$ cat src/rtl/gf_horner_bank.sv
// GF(2^M) multiply-accumulate bank. NCH channels run Horner's rule over one block of
// BLKLEN symbols (acc_i = acc_i * coef_i ^ sym) and return every channel result in one word.
module gf_horner_bank #(
  parameter int unsigned M      = 5,
  parameter logic [M:0]  PRIM   = 6'b100101,
  parameter int unsigned NCH    = 4,
  parameter int unsigned BLKLEN = 31
) (
  input  logic               clock,
  input  logic               reset_n,
  input  logic               start,
  input  logic               abort,
  input  logic [NCH*M-1:0]   coef,
  input  logic               in_valid,
  input  logic [M-1:0]       in_sym,
  output logic               in_ready,
  output logic               out_valid,
  input  logic               out_ready,
  output logic [NCH*M-1:0]   out_data,
  output logic               busy,
  output logic [15:0]        sym_cnt
);

  typedef enum logic [1:0] {StIdle, StAccum, StDone} state_e;

  localparam logic [15:0] LastCnt = 16'(BLKLEN - 1);

  state_e             state_q;
  logic [NCH*M-1:0]   acc_q;
  logic [NCH*M-1:0]   coef_q;
  logic [15:0]        cnt_q;
  logic [NCH*M-1:0]   acc_mac;

  // Shift-and-add product, reducing by PRIM whenever x^M would appear.
  function automatic logic [M-1:0] gf_mul(input logic [M-1:0] a, input logic [M-1:0] b);
    logic [M-1:0] p;
    logic [M-1:0] t;
    p = '0;
    t = a;
    for (int i = 0; i < int'(M); i++) begin
      if (b[i]) p = p ^ t;
      t = t[M-1] ? ({t[M-2:0], 1'b0} ^ PRIM[M-1:0]) : {t[M-2:0], 1'b0};
    end
    return p;
  endfunction

  // One Horner step for every channel, using the symbol currently on in_sym.
  always_comb begin
    acc_mac = '0;
    for (int i = 0; i < int'(NCH); i++) begin
      acc_mac[i*M +: M] = gf_mul(acc_q[i*M +: M], coef_q[i*M +: M]) ^ in_sym;
    end
  end

  // Control FSM plus accumulator, coefficient and symbol-count registers; abort overrides all.
  always_ff @(posedge clock or negedge reset_n) begin
    if (!reset_n) begin
      state_q <= StIdle;
      acc_q   <= '0;
      coef_q  <= '0;
      cnt_q   <= '0;
    end else if (abort) begin
      state_q <= StIdle;
      acc_q   <= '0;
      cnt_q   <= '0;
    end else begin
      unique case (state_q)
        StIdle: begin
          if (start) begin
            coef_q  <= coef;
            acc_q   <= '0;
            cnt_q   <= '0;
            state_q <= StAccum;
          end
        end
        StAccum: begin
          if (in_valid) begin
            acc_q <= acc_mac;
            cnt_q <= cnt_q + 16'd1;
            if (cnt_q == LastCnt) state_q <= StDone;
          end
        end
        StDone: begin
          if (out_ready) begin
            cnt_q <= '0;
            // Back-to-back: a start alongside the handshake skips IDLE.
            if (start) begin
              coef_q  <= coef;
              acc_q   <= '0;
              state_q <= StAccum;
            end else begin
              state_q <= StIdle;
            end
          end
        end
        default: state_q <= StIdle;
      endcase
    end
  end

  assign in_ready  = (state_q == StAccum);
  assign out_valid = (state_q == StDone);
  assign busy      = (state_q != StIdle);
  assign out_data  = acc_q;
  assign sym_cnt   = cnt_q;

endmodule

$ cat config.mk
export PLATFORM = sky130hd
export DESIGN_NAME = gf_horner_bank
export DESIGN_NICKNAME = d
export VERILOG_FILES = /design/src/rtl/gf_horner_bank.sv
export SDC_FILE = /design/constraint.sdc
export NUM_CORES = 1
export LEC_CHECK = 0
export ABC_AREA = 0
export BUFFER_PORTS_ARGS = -buffer_cell sky130_fd_sc_hd__buf_2
export CAP_MARGIN = 20
export CORE_UTILIZATION = 59
export CTS_BUF_LIST = sky130_fd_sc_hd__clkbuf_2
export DETAILED_ROUTE_END_ITERATION = 12
export PLACE_DENSITY = 0.83
export SETUP_SLACK_MARGIN = 0.3
export SLEW_MARGIN = 20
export SYNTH_ARGS = -nofsm -noshare
export SYNTH_HDL_FRONTEND = slang
export SYNTH_SLANG_ARGS = --single-unit
export TNS_END_PERCENT = 50
$ cat constraint.sdc
create_clock -name clock -period 2.1 [get_ports clock]
set_clock_uncertainty 0.15 [all_clocks]
set_input_delay 0.105 -clock clock [delete_from_list [all_inputs] [get_ports clock]]
set_output_delay 0.105 -clock clock [all_outputs]
set_load 0.02 [all_outputs]
==> run_results.csv <==
group,metric,value,unit
outcome,outcome,"finished, final reports clean",
floorplan,coreArea,6830,µm²
floorplan,dieArea,7490,µm²
timing,tns,0,ps
routing,drc_errors,0,
clock_tree,cts_tree,"done",
synth,seq_area_frac_synth,34.4,%
layout,drive_gt1_share,34.7,%
routing,ant_nets,0,
grt,grt_max_degree,32,
synth,syn_nets,524,
synth,netlist_area,4220,µm²
timing,hold_viol,0,
floorplan,rows,30,
synth,synth_area_per_cell,8.59,µm²
clock_tree,htree_levels,3,
timing,max_freq,503,MHz
synth,yosys_warnings,0,
floorplan,fp.dieW,86.5,µm
layout,final_common_cell,"nand2_1",
hold_path,hold_path_class,"input pin to flip-flop",
timing,final.period_utilization,94.7,%
clock_tree,cts.sinks,58,
place,place_congestion,0.854,
grt,grt_pass1_vias,3462,
setup_path,cp-end-kind,"flip-flop",
layout,finish.utilization,80.2,%
layout,area_delta_synth_final,30.0,%
synth,ys_ff_latch,58,
routing,firstDrtPassIters,4,
grt,grt_pass1_wl,16300,µm
routing,wirelength,11000,µm
routing,wl_per_cell,15.6,µm
setup_path,arrival,2250,ps
clock_tree,cts-root-buf,"clkbuf_2",
setup_path,slowest_stage,"dfrtp_2",
setup_path,crit_type,"flip-flop to flip-flop",
power,peakVddDrop,0.000594,V
timing,setup_viol,0,
setup_path,critPathLaunchType,"flip-flop",
setup_path,required,2370,ps
place,port_buffers,69,
grt,overflow,0,
setup_path,slowest_delay,490,ps
clock_tree,cts_buffers,9,
setup_path,crit_fanout,5,
flow_run,cap_violations,0,
layout,antennaDiodeCount,0,
timing,slew_headroom,42.1,%
timing,rsz0062_at_grt,"true",
floorplan,ios,70,
routing,drtIter0Drc,189,
floorplan,die_y,86.5,µm
power,p_per_area,825,nW/µm²
grt,grtUsageTotal,28.2,%
clock_tree,clockBufferDepth,2,
synth,yosys.cell_types.count,48,
power,p_leak,2.38,nW
timing,worstMarginPinSlew,865,ps
setup_path,path_cells,"mux2_4 > a221oi_4 > and3b_2 > nand3_1 > xor2_1 > nor2_1",
layout,layout_common_cells,"nand2_1, buf_2, xnor2_1",
grt,grt_antenna_before_repair,0,
layout,final_nets,639,
synth,synth-main-ff-cell,"dfrtp_1",
timing,min_period,1990,ps
synth,synth-edff-count,0,
place,dpl.hpwl,6730,µm
routing,vias,3925,
routing,post_drt_via_cell_ratio,5.55,
synth,syn-instance-count,491,
clock_tree,clk_pin_slew,190,ps
timing,final_max_slew_viol_count,0,
clock_tree,clock_latency,520,ps
floorplan,start_util,61.7,%
synth,async_flop_share,100,%
metal layers:
layer	wire length (µm)	vias up	track usage (%)	share of wire (%)
met5	0	-	0	0
met4	253	0	10.5	2.3
met3	665	25	5.24	6.0
met2	5490	166	45.8	50
met1	4620	1889	37.6	42
li1	-	1845	-	-
synth_stat cells (3+ instances only):
cell type | n | share of area (%)
nand2_1 | 100 | 8.9
xnor2_1 | 67 | 14
dfrtp_1 | 58 | 34
xor2_1 | 38 | 7.9
o21ai_0 | 33 | 3.9
nor2_1 | 27 | 2.4
mux2_2 | 25 | 6.7
buf_2 | 21 | 2.5
a21oi_1 | 15 | 1.8
nand2b_1 | 15 | 2.2
clkbuf_1 | 12 | 1.1
inv_1 | 9 | 0.80
nand3_1 | 8 | 0.95
a211oi_1 | 5 | 0.89
and3_1 | 5 | 0.74
a21o_1 | 4 | 0.71
a22oi_1 | 4 | 0.71
and2_1 | 3 | 0.45
nand4_1 | 3 | 0.45
nor2b_1 | 3 | 0.45
o21ai_1 | 3 | 0.36
logic make-up (layout without fill, tap and decap cells):
kind of cell | Yosys count | after routing | synth area share, %
AO/OA/AOI/OAI | 78 | 78 | 11.6
buffers and inverters | 44 | 164 | 4.72
adder cells (fa/ha/maj) | 2 | 2 | 0.594
AND/OR/NAND/NOR | 174 | 174 | 18.6
flip-flops | 58 | 58 | 34.4
XOR/XNOR | 107 | 107 | 22.6
multiplexers | 28 | 28 | 7.51
repair_timing:
action                                  in CTS  in global routing
resized for setup                            9                 52
endpoints found under the hold margin       88                  0
setup buffers                                3                 24
pin swaps                                    1                 15
hold buffers                                29                  0
cloned                                       0                  0
endpoints found under the setup margin      35                 48
where the power goes:
group / total (mW) / leakage, nW / internal, mW / switching (mW)
combinational: 2.04 / 1.59 / 1.08 / 0.964
clock: 0.709 / 0.0665 / 0.261 / 0.449
sequential: 1.77 / 0.722 / 1.32 / 0.446
total: 4.52 / 2.38 / 2.66 / 1.86
stage by stage:
stage / cells / power [mW] / setup slack (ps) / hold slack [ps] / cell area, µm²
6_report: 707 / 4.52 / 111 / 47.9 / 5480
5_1_grt: 707 / 4.78 / 74.3 / 75.7 / 5480
4_1_cts: 683 / 4.21 / 233 / 33.5 / 5140
3_5_place_dp: 635 / 3.44 / 205 / 26.2 / 4680
3_3_place_gp: 635 / 3.36 / 264 / 19.3 / 4680
2_1_floorplan: 491 / 3.06 / 264 / -341 / 4270
flip-flops by register name, summed over array words and instances, names as in the netlist:
| name | count |
|---|---|
| out_data | 20 |
| state_q | 2 |
| sym_cnt | 16 |
| coef_q | 20 |
final timing paths:
| check | startpoint | to | slack (ps) | cells after the start |
|---|---|---|---|---|
| min reg2reg | sym_cnt[2] | sym_cnt[2] | 390 | 1 |
| max reg2reg | state_q[1] | sym_cnt[14] | 110 | 6 |
| min | in_sym[4] | out_data[9] | 50 | 5 |
| max | state_q[1] | sym_cnt[14] | 110 | 6 |
| min in group asynchronous | reset_n | coef_q[19] | 440 | 3 |
| max in group asynchronous | reset_n | sym_cnt[1] | 590 | 3 |
cell type report:
type | count | area, µm²
Tap cell | 96 | 120
Sequential cell | 58 | 1480
Timing Repair Buffer | 139 | 981
Clock inverter | 7 | 60.1
Multi-Input combinational cell | 389 | 2760
Clock buffer | 9 | 45.0
Inverter | 9 | 33.8
Fill cell | 438 | 1350
worst max-delay path, delay by kind of cell (launching register included):
kind            cells  cell delay, ps
compound gates      1             270
xor+xnor            1             190
flops               1             490
mux                 1             320
simple gates        3             470
(Power assumes the default switching activity.)
